## src/rtl/bitblade_pkg.sv

```systemverilog
// bitblade_pkg: shared definitions for the BitBlade partial-sum accumulator.
//   - PREC_2B/PREC_4B/PREC_8B : operand precision codes (code 3 decodes as 2b)
//   - acc_state_e             : accumulator FSM states
//   - prec_to_pairs()         : precision code -> number of 2-bit pairs (1/2/4)
package bitblade_pkg;

  localparam logic [1:0] PREC_2B = 2'd0;
  localparam logic [1:0] PREC_4B = 2'd1;
  localparam logic [1:0] PREC_8B = 2'd2;

  typedef enum logic [1:0] {
    ST_IDLE = 2'd0,
    ST_ACC  = 2'd1,
    ST_OUT  = 2'd2
  } acc_state_e;

  // Number of bit-pairs an operand of the given precision splits into.
  function automatic logic [2:0] prec_to_pairs(input logic [1:0] code);
    logic [2:0] pairs;
    case (code)
      PREC_4B: pairs = 3'd2;
      PREC_8B: pairs = 3'd4;
      default: pairs = 3'd1;  // PREC_2B and the reserved code 3
    endcase
    return pairs;
  endfunction

endpackage

```

## src/rtl/bitblade_bitpair_ctr.sv

```systemverilog
// bitblade_bitpair_ctr: nested (i, j) bit-pair position counter.
// i is the inner (input bit-pair) index, j the outer (weight bit-pair) index.
// Ports:
//   clk_i, rst_ni      clock, asynchronous active-low reset
//   clr_i              synchronous clear (indices 0, limits back to 1x1)
//   load_i, ni_i, nw_i start a new job with NI x NW pairs, indices 0
//   adv_i              step to the next (i, j) position
//   i_o, j_o           current position
//   shift_o            left shift for the current position, 2*(i+j)
//   last_o             current position is the final one of the job
module bitblade_bitpair_ctr
  import bitblade_pkg::*;
(
  input  logic       clk_i,
  input  logic       rst_ni,
  input  logic       clr_i,
  input  logic       load_i,
  input  logic [2:0] ni_i,
  input  logic [2:0] nw_i,
  input  logic       adv_i,
  output logic [1:0] i_o,
  output logic [1:0] j_o,
  output logic [3:0] shift_o,
  output logic       last_o
);

  logic [1:0] i_q, i_d;
  logic [1:0] j_q, j_d;
  logic [2:0] ni_q, ni_d;
  logic [2:0] nw_q, nw_d;
  logic       i_last, j_last;

  assign i_last = ({1'b0, i_q} == (ni_q - 3'd1));
  assign j_last = ({1'b0, j_q} == (nw_q - 3'd1));

  always_comb begin
    i_d  = i_q;
    j_d  = j_q;
    ni_d = ni_q;
    nw_d = nw_q;
    if (clr_i) begin
      i_d  = 2'd0;
      j_d  = 2'd0;
      ni_d = 3'd1;
      nw_d = 3'd1;
    end else if (load_i) begin
      i_d  = 2'd0;
      j_d  = 2'd0;
      ni_d = ni_i;
      nw_d = nw_i;
    end else if (adv_i) begin
      if (i_last) begin
        i_d = 2'd0;
        j_d = j_last ? 2'd0 : j_q + 2'd1;
      end else begin
        i_d = i_q + 2'd1;
      end
    end
  end

  always_ff @(posedge clk_i or negedge rst_ni) begin
    if (!rst_ni) begin
      i_q  <= 2'd0;
      j_q  <= 2'd0;
      ni_q <= 3'd1;
      nw_q <= 3'd1;
    end else begin
      i_q  <= i_d;
      j_q  <= j_d;
      ni_q <= ni_d;
      nw_q <= nw_d;
    end
  end

  assign i_o     = i_q;
  assign j_o     = j_q;
  // 2*i + 2*j, max 12
  assign shift_o = {1'b0, i_q, 1'b0} + {1'b0, j_q, 1'b0};
  assign last_o  = i_last && j_last;

endmodule

```

## src/rtl/bitblade_psum_acc.sv

```systemverilog
// bitblade_psum_acc: bit-pair shift-accumulator behind the BitBlade PE array.
// Each accepted partial sum is sign-extended, shifted by 2*(i+j) and added to
// an ACC_W+8 bit accumulator; after NI*NW beats the result is presented on
// OUT_DATA until the consumer takes it.
// Optional feature macro: BITBLADE_ACC_SAT_EN (saturate instead of wrap).
// Handshake: a transfer happens on a rising CLK edge where valid and ready are
// both high; a producer holding valid keeps its data stable until then, and
// ready never depends combinationally on valid.
// Ports:
//   CLK, RST              clock, asynchronous active-low reset
//   FLUSH                 synchronous abort to IDLE
//   CFG_PI, CFG_PW        input / weight precision codes, latched on START
//   START                 begin a job (IDLE, or OUT during the handshake)
//   IN_VALID/IN_PSUM/IN_READY   partial-sum input stream
//   OUT_VALID/OUT_DATA/OUT_READY result output (registered)
//   BUSY                  FSM not in IDLE
//   DBG_STATE, DBG_POS    FSM state and current {j, i} bit-pair position
module bitblade_psum_acc
  import bitblade_pkg::*;
#(
  parameter int PSUM_W = 16,
  parameter int ACC_W  = 32
) (
  input  logic              CLK,
  input  logic              RST,
  input  logic              FLUSH,
  input  logic [1:0]        CFG_PI,
  input  logic [1:0]        CFG_PW,
  input  logic              START,
  input  logic              IN_VALID,
  input  logic [PSUM_W-1:0] IN_PSUM,
  output logic              IN_READY,
  output logic              OUT_VALID,
  input  logic              OUT_READY,
  output logic [ACC_W-1:0]  OUT_DATA,
  output logic              BUSY,
  output logic [1:0]        DBG_STATE,
  output logic [3:0]        DBG_POS
);

  localparam int IW = ACC_W + 8;

  acc_state_e       state_q;
  logic [IW-1:0]    acc_q;
  logic [ACC_W-1:0] out_data_q;
  logic             in_ready_q;
  logic             out_valid_q;
  logic             busy_q;

  logic [IW-1:0]    psum_ext;
  logic [IW-1:0]    acc_nxt;
  logic [ACC_W-1:0] out_nxt;
  logic             start_ok;
  logic             beat;
  logic [1:0]       ctr_i, ctr_j;
  logic [3:0]       ctr_shift;
  logic             ctr_last;

  // A new job may begin from IDLE or in the same cycle the result is taken.
  assign start_ok = START && !FLUSH &&
                    ((state_q == ST_IDLE) || ((state_q == ST_OUT) && OUT_READY));
  assign beat     = (state_q == ST_ACC) && IN_VALID && !FLUSH;

  bitblade_bitpair_ctr u_ctr (
    .clk_i   (CLK),
    .rst_ni  (RST),
    .clr_i   (FLUSH),
    .load_i  (start_ok),
    .ni_i    (prec_to_pairs(CFG_PI)),
    .nw_i    (prec_to_pairs(CFG_PW)),
    .adv_i   (beat),
    .i_o     (ctr_i),
    .j_o     (ctr_j),
    .shift_o (ctr_shift),
    .last_o  (ctr_last)
  );

  assign psum_ext = {{(IW-PSUM_W){IN_PSUM[PSUM_W-1]}}, IN_PSUM};
  assign acc_nxt  = acc_q + (psum_ext << ctr_shift);

  // Result as it will appear on OUT_DATA once the final beat lands.
  always_comb begin
    out_nxt = acc_nxt[ACC_W-1:0];
`ifdef BITBLADE_ACC_SAT_EN
    // Fits in ACC_W signed bits only if all guard bits match the sign bit.
    if (acc_nxt[IW-1:ACC_W-1] != {(IW-ACC_W+1){acc_nxt[IW-1]}}) begin
      out_nxt = acc_nxt[IW-1] ? {1'b1, {(ACC_W-1){1'b0}}}
                              : {1'b0, {(ACC_W-1){1'b1}}};
    end
`endif
  end

  always_ff @(posedge CLK or negedge RST) begin
    if (!RST) begin
      state_q     <= ST_IDLE;
      acc_q       <= '0;
      out_data_q  <= '0;
      in_ready_q  <= 1'b0;
      out_valid_q <= 1'b0;
      busy_q      <= 1'b0;
    end else if (FLUSH) begin
      state_q     <= ST_IDLE;
      acc_q       <= '0;
      out_data_q  <= '0;
      in_ready_q  <= 1'b0;
      out_valid_q <= 1'b0;
      busy_q      <= 1'b0;
    end else begin
      case (state_q)
        ST_IDLE: begin
          if (START) begin
            state_q    <= ST_ACC;
            acc_q      <= '0;
            in_ready_q <= 1'b1;
            busy_q     <= 1'b1;
          end
        end
        ST_ACC: begin
          if (IN_VALID) begin
            acc_q <= acc_nxt;
            if (ctr_last) begin
              state_q     <= ST_OUT;
              in_ready_q  <= 1'b0;
              out_valid_q <= 1'b1;
              out_data_q  <= out_nxt;
            end
          end
        end
        ST_OUT: begin
          if (OUT_READY) begin
            out_valid_q <= 1'b0;
            if (START) begin
              state_q    <= ST_ACC;
              acc_q      <= '0;
              in_ready_q <= 1'b1;
            end else begin
              state_q <= ST_IDLE;
              busy_q  <= 1'b0;
            end
          end
        end
        default: begin
          state_q     <= ST_IDLE;
          in_ready_q  <= 1'b0;
          out_valid_q <= 1'b0;
          busy_q      <= 1'b0;
        end
      endcase
    end
  end

  assign IN_READY  = in_ready_q;
  assign OUT_VALID = out_valid_q;
  assign OUT_DATA  = out_data_q;
  assign BUSY      = busy_q;
  assign DBG_STATE = state_q;
  assign DBG_POS   = {ctr_j, ctr_i};

endmodule

```

## config.mk

```make
export PLATFORM = sky130hd
export DESIGN_NAME = bitblade_psum_acc
export DESIGN_NICKNAME = d
export VERILOG_FILES = /design/src/rtl/bitblade_pkg.sv /design/src/rtl/bitblade_bitpair_ctr.sv /design/src/rtl/bitblade_psum_acc.sv
export SDC_FILE = /design/constraint.sdc
export NUM_CORES = 1
export LEC_CHECK = 0
export CAP_MARGIN = 20
export CORE_MARGIN = 1
export CORE_UTILIZATION = 30
export CTS_CLUSTER_DIAMETER = 150
export DETAILED_ROUTE_END_ITERATION = 7
export HOLD_SLACK_MARGIN = 0.06
export PLACE_DENSITY = 0.55
export SYNTH_ARGS = -nofsm -noshare
export SYNTH_HDL_FRONTEND = slang
export SYNTH_HIERARCHICAL = 1
export SYNTH_SLANG_ARGS = --single-unit
```

## constraint.sdc

```tcl
create_clock -name CLK -period 4.3 [get_ports CLK]
set_input_delay 0.86 -clock CLK [delete_from_list [all_inputs] [get_ports CLK]]
set_output_delay 0.86 -clock CLK [all_outputs]
set_load 0.03 [all_outputs]
```

==> out/qor.txt, run 1 <==
number of synthesized flops with an enable pin: 0
first-pass iteration count of the detailed router: 4
kind of critical path: reg2reg
Pleak: 3.60 nW
Num CTS Buffers: 9
placed insts: 962
Initial Util: 0.306
initial antenna violation count: 0
via count: 5106
register bit total from synthesis: 79
Fin Clk Skew: 0.00834 ns
ANT cells: 0
post-synth cell types: 69
Avg Synthesized Cell Area: 9.29 µm²
Critical Path RT: 4.54 ns
YS warnings: 6
Worst R2R Start: u_ctr/i_o[0]
chip width: 140 µm
Clock Pin Slew Worst Setup and Hold Paths: 0.06 ns
DRC: 0
Starting DRT DRC Count: 318
fin worst setup slack: 0.163 ns
Critical Path AT: 4.38 ns
Max IR drop VDD: 0.000208 V
Detail Placement HPWL: 11.9 mm
max_cap viols: 0
synthesis-to-layout area growth: 33.9%
fin cells: 981
ys flop type: dfrtp_1
Pins Over Slew Limit: 0
Die Y: 140 µm
largest net degree at the start of global routing: 80
commonest cells after routing, fill and taps aside: buf_4 (83), dfrtp_1 (74), clkdlybuf4s50_1 (65)
hold crit path type: in2async
vias per inst: 5.20
final wirelength: 16.2 mm
vias in the first global route: 5122
Yosys top cell by area: dfrtp_1
fin crit period: 4.14 ns
status: finished, final reports clean
CTS tree: yes
Pwr Density: 346 mW/mm²
area of the core: 0.0186 mm²
clock buffer depth: 2
DP Worst Slack: -0.207 ns
RR Endpoint: acc_q[29]
Post-Syn Instances: 614
syn nets: 685
num ports: 67
Routed Antenna Nets: 0
# clock sinks: 79
hold_buf cts: 0
commonest non-fill, non-tap cell in the layout: buf_4
CP Max Fanout: 9
DIE AREA: 0.0196 mm²
Post-Syn Area: 0.00570 mm²
share of layout cells above drive strength 1: 0.195
first-pass GRT wire length: 26.1 mm
RePlAce Congestion: 0.893
Worst Max-Slew Pin Slew: 0.884 ns
FFs w/ async S/R, synth: 1.00
top cells by area, synth: dfrtp_1 (34%), ha_1 (9.4%), a22o_1 (8.0%)
Routed WL per cell: 16.5 µm
Hold Violations, Final: 0
Reg2Reg Setup Slack: 0.16 ns
type of destination of the critical path: register
overall power: 2.64 mW
Startpoint Class: register
total grt overflow: 0
final setup violation count: 0
IO Port Bufs: 66
sequential fraction of the synthesis area: 0.347
Std-Cell Rows: 50
Max transition margin: 0.408
Worst R2R Path Depth: 18
crit share post-route: 0.962
GRT Total Usage: 0.168
Max Clock Freq: 242 MHz
Nets: 813
H-tree Lvls: 3
clock root cell: clkbuf_16
area share of the largest cell type after synthesis: 0.338
clock latency on the worst-skew pair: 0.35 ns
[state kept, by name (all words and copies together) (netlist names)]
signal,count
BUSY,1
DBG_STATE,2
IN_READY,1
OUT_DATA,32
OUT_VALID,1
acc_q,32
u_ctr/i_o,2
u_ctr/j_o,2
u_ctr/ni_q,3
u_ctr/nw_q,3
[synthesized netlist by cell type, types with 3 or more instances]
| cell | count |
|---|---|
| nor2b_1 | 13 |
| a21oi_1 | 53 |
| nor3_1 | 12 |
| nand3_1 | 9 |
| a31o_2 | 3 |
| a22o_1 | 52 |
| xnor2_1 | 22 |
| a21o_1 | 21 |
| o22ai_1 | 4 |
| o211ai_1 | 3 |
| clkbuf_1 | 31 |
| ha_1 | 43 |
| nand3b_1 | 3 |
| o21ai_0 | 21 |
| dfrtp_1 | 77 |
| a31oi_1 | 5 |
| a211oi_1 | 7 |
| a32oi_1 | 3 |
| nand2b_1 | 7 |
| nand2_1 | 35 |
| or2_2 | 3 |
| inv_1 | 31 |
| nor2_1 | 39 |
| a21boi_0 | 3 |
| nand4_1 | 5 |
| xor2_1 | 11 |
| and2_1 | 4 |
| mux2_2 | 5 |
| and3_1 | 5 |
| mux2i_1 | 32 |
[per-stage QoR]
| step | setup TNS (ns) | instance area [µm²] | util | hold slack, ns |
|---|---|---|---|---|
| detailed placement | -2.06 | 7160 | 0.384 | 0.488 |
| global placement | -1.70 | 7160 | 0.384 | 0.481 |
| finish | 0 | 7640 | 0.410 | 0.413 |
| floorplan | 0 | 5710 | - | 0.456 |
| global route | -0.0914 | 7640 | 0.410 | 0.429 |
| CTS | 0 | 7510 | 0.403 | 0.511 |
[cells by family (layout without fill, tap and decap cells)]
group / Yosys count / after routing / share of synthesized area
buffers and inverters: 66 / 199 / 0.0441
DFF: 79 / 79 / 0.347
xor gates and xnor gates: 33 / 33 / 0.0507
adders and majority gates: 45 / 45 / 0.101
AOI/OAI and AO/OA: 203 / 203 / 0.254
other: 1 / 1 / 0.000658
muxes: 38 / 38 / 0.0700
and+or+nand+nor: 149 / 149 / 0.132
[worst max-delay path by stage]
stage,from,endpoint,slack [ns],depth (start not counted)
detailed placement,IN_PSUM[2],OUT_DATA[29],-0.21,18
global placement,IN_PSUM[2],OUT_DATA[29],-0.15,18
finish,u_ctr/i_o[0],acc_q[29],0.16,18
floorplan,u_ctr/i_o[0],OUT_DATA[30],0.05,19
global route,IN_PSUM[2],acc_q[30],-0.02,17
CTS,u_ctr/i_o[0],acc_q[29],0.05,18
[routing by layer]
metal,wire length (µm),global-route usage
met1,7900,0.237
met4,277,0.0625
met2,7220,0.258
met5,0,0
met3,771,0.0258
[final cells by class]
cell class                      count  area [µm²]
Clock buffer                       12         267
Clock inverter                      4        76.3
Fill cell                        1823       11000
Inverter                           32         124
Multi-Input combinational cell    469        3550
Sequential cell                    79        1980
Tap cell                          234         293
Timing Repair Buffer              151        1350
[critical path, stage by stage (launching register included)]
cell and delay (ns):
dfrtp_2 0.40, ha_1 0.19, inv_1 0.06, fa_1 0.45, inv_4 0.15, clkinv_2 0.14, nor3_1 0.26, a21oi_1 0.12
nor2_1 0.15, ha_1 0.27, nor2b_1 0.14, a311o_1 0.34, a21o_1 0.22, a41o_1 0.28, a21oi_2 0.22, nand3b_1 0.18
nand2_1 0.08, xnor2_1 0.15, a22o_1 0.21
[power breakdown]
part,switching (mW),internal (mW)
Combinational,0.505,0.408
Sequential,0.0411,0.801
Clock,0.326,0.557
[repair_timing]
item | 4_1_cts | 5_1_grt
pin swaps | 0 | 2
gates cloned | 0 | 1
hold endpoints to repair | 0 | 0
setup buffers | 0 | 1
endpoints found under the setup margin | 3 | 24
resized for setup | 1 | 18
No activity file was read; power rests on OpenSTA's default activity.
==> run 2: changes to the inputs <==
- CORE_UTILIZATION: 30 -> 50
- GPL_ROUTABILITY_DRIVEN: not set -> 1
- PLACE_DENSITY: 0.55 -> 0.8
==> out/qor.txt, run 2 (same netlist as run 1, synthesis figures left out) <==
status: finished, final reports clean
cell with the largest stage delay on the worst path: fa_1
Max transition margin: 0.548 (+0.141)
first-pass iteration count of the detailed router: 5 (+1)
Nets: 799 (-1.7%)
RSZ-0062 raised after global routing: true
Startpoint Class: register
DRC: 0 (unchanged)
commonest non-fill, non-tap cell in the layout: dfrtp_1
vias in the first global route: 5126 (+0.078%)
fin util: 0.667 (+0.257)
fill count: 858 (-53%)
type of destination of the critical path: register
final setup violation count: 0 (unchanged)
DIE AREA: 0.0118 mm² (-39%)
WP buf/inv: 3 (unchanged)
placed insts: 848 (-12%)
overall power: 2.46 mW (-6.6%)
via count: 5276 (+3.3%)
Die Y: 109 µm (-22%)
total negative slack: 0 ns (unchanged)
H-tree Lvls: 3 (unchanged)
Starting DRT DRC Count: 392 (+23%)
Max IR drop VDD: 0.000182 V (-12%)
Detail Placement HPWL: 10.6 mm (-11%)
Crit path largest cell delay: 0.44 ns (about the same)
clock latency on the worst-skew pair: 0.35 ns (about the same)
Max Clock Freq: 239 MHz (-1.3%)
RePlAce Congestion: 0.953 (+6.7%)
Num CTS Buffers: 9 (unchanged)
fin cells: 873 (-11%)
largest net degree at the start of global routing: 80 (unchanged)
final wirelength: 15.0 mm (-7.6%)
fin worst setup slack: 0.108 ns (-0.0547 ns)
Std-Cell Rows: 38 (-24%)
Crit path max-delay family: compound AO/OA/AOI/OAI gates
share of layout cells above drive strength 1: 0.173 (-0.0222)
critical path, cell by cell: ha_2 > inv_1 > fa_1 > inv_2 > buf_8 > mux2i_1 > o32ai_1 > ha_1 > and3_1 > nand2_1 > a21oi_2 > nor2_1 > o21ai_1 > a221o_2 > a31o_4 > a221oi_2 > xnor2_1 > a22o_2
crit share post-route: 0.975 (+0.0127)
initial antenna violation count: 0 (unchanged)
Fin Clk Skew: 0.00832 ns (-0.0000175 ns)
Critical Path RT: 4.53 ns (about the same)
final hold slack: 0.406 ns (-0.00695 ns)
area of the core: 0.0110 mm² (-41%)
Routed WL per cell: 17.1 µm (+3.9%)
hold_buf cts: 0 (unchanged)
# clock sinks: 79 (unchanged)
total grt overflow: 0 (unchanged)
hold crit path type: in2async
Hold Violations, Final: 0 (unchanged)
Initial Util: 0.519 (+0.213)
Pleak: 3.49 nW (-2.9%)
final instance area: 0.00732 mm² (-4.1%)
kind of critical path: reg2reg
placed inst area: 0.00689 mm² (-3.7%)
Pwr Density: 337 mW/mm² (-2.6%)
DP Worst Slack: -0.165 ns (+0.0418 ns)
commonest cells after routing, fill and taps aside: dfrtp_1 (75), buf_4 (69), clkdlybuf4s50_1 (64)
CP Max Fanout: 12 (+3)
max_cap viols: 0 (unchanged)
vias per inst: 6.04 (+16%)
clock root cell: clkbuf_16
first-pass GRT wire length: 24.2 mm (-7.5%)
chip width: 109 µm (-22%)
ANT cells: 0 (unchanged)
Clock Pin Slew Worst Setup and Hold Paths: 0.06 ns (about the same)
GRT Total Usage: 0.261 (+0.0928)
CTS tree: yes
num ports: 67 (unchanged)
clock buffer depth: 2 (unchanged)
fin crit period: 4.19 ns (+0.0547 ns)
Routed Antenna Nets: 0 (unchanged)
Worst Max-Slew Pin Slew: 0.678 ns (-0.207 ns)
Critical Path AT: 4.43 ns (+0.05 ns)
synthesis-to-layout area growth: 28.4%
IO Port Bufs: 66 (unchanged)
Pins Over Slew Limit: 0 (unchanged)
run 2: changes by cell type in the layout (fill, tap and decap cells not counted), sizes merged:
cell / previous run / this run
bufinv: 2 / 0
dlymetal6s2s: 0 / 1
clkinvlp: 1 / 3
buf: 85 / 72
clkdlybuf4s50: 65 / 64
clkbuf: 13 / 12
run 2: layer usage:
layer	track usage	share of wire	vias up
met4	0.111	0.025	0
met2	0.417	0.46	192
met5	0	0	-
met3	0.0239	0.060	34
li1	-	-	2484
met1	0.362	0.45	2566
run 2: where the power goes:
part | internal (mW) | switching, mW | leakage [nW]
logic | 0.392 | 0.498 | 2.28
registers | 0.801 | 0.0412 | 1.08
clock network | 0.409 | 0.323 | 0.129
total | 1.60 | 0.862 | 3.49
run 2: worst register-to-register path, stage by stage (launching register included):
cell	delay, ns
dfrtp_2	0.41
ha_2	0.18
inv_1	0.07
fa_1	0.44
inv_2	0.15
buf_8	0.18
mux2i_1	0.29
o32ai_1	0.16
ha_1	0.31
and3_1	0.24
nand2_1	0.10
a21oi_2	0.06
nor2_1	0.09
o21ai_1	0.10
a221o_2	0.42
a31o_4	0.27
a221oi_2	0.25
xnor2_1	0.13
a22o_2	0.24
run 2: what timing repair did:
item | CTS | global route
gates resized for setup | 0 | 18
setup endpoints to repair | 0 | 26
buffers inserted | 0 | 8
run 2: cell type report:
| cell class | count | area [µm²] | share of cell area |
|---|---|---|---|
| multi-input cells | 469 | 3530 | 0.482 |
| flip-flops and latches | 79 | 1980 | 0.271 |
| repair buffers | 137 | 1230 | 0.169 |
| clock buffers | 12 | 246 | 0.0337 |
| well taps | 140 | 175 | 0.0239 |
| inverters | 32 | 124 | 0.0169 |
| clock inverters | 4 | 32.5 | 0.00444 |
run 2: final timing paths:
check / slack [ns] / cells after the start / start / to
max in group asynchronous: 3.27 / 2 / RST / u_ctr/nw_q[0]
hold reg to reg: 0.50 / 1 / OUT_DATA[14] / OUT_DATA[14]
setup / recovery: 0.11 / 18 / u_ctr/i_o[0] / OUT_DATA[30]
setup reg to reg: 0.11 / 18 / u_ctr/i_o[0] / OUT_DATA[30]
hold / removal: 0.41 / 1 / RST / OUT_DATA[0]
min in group CLK: 0.50 / 1 / OUT_DATA[14] / OUT_DATA[14]
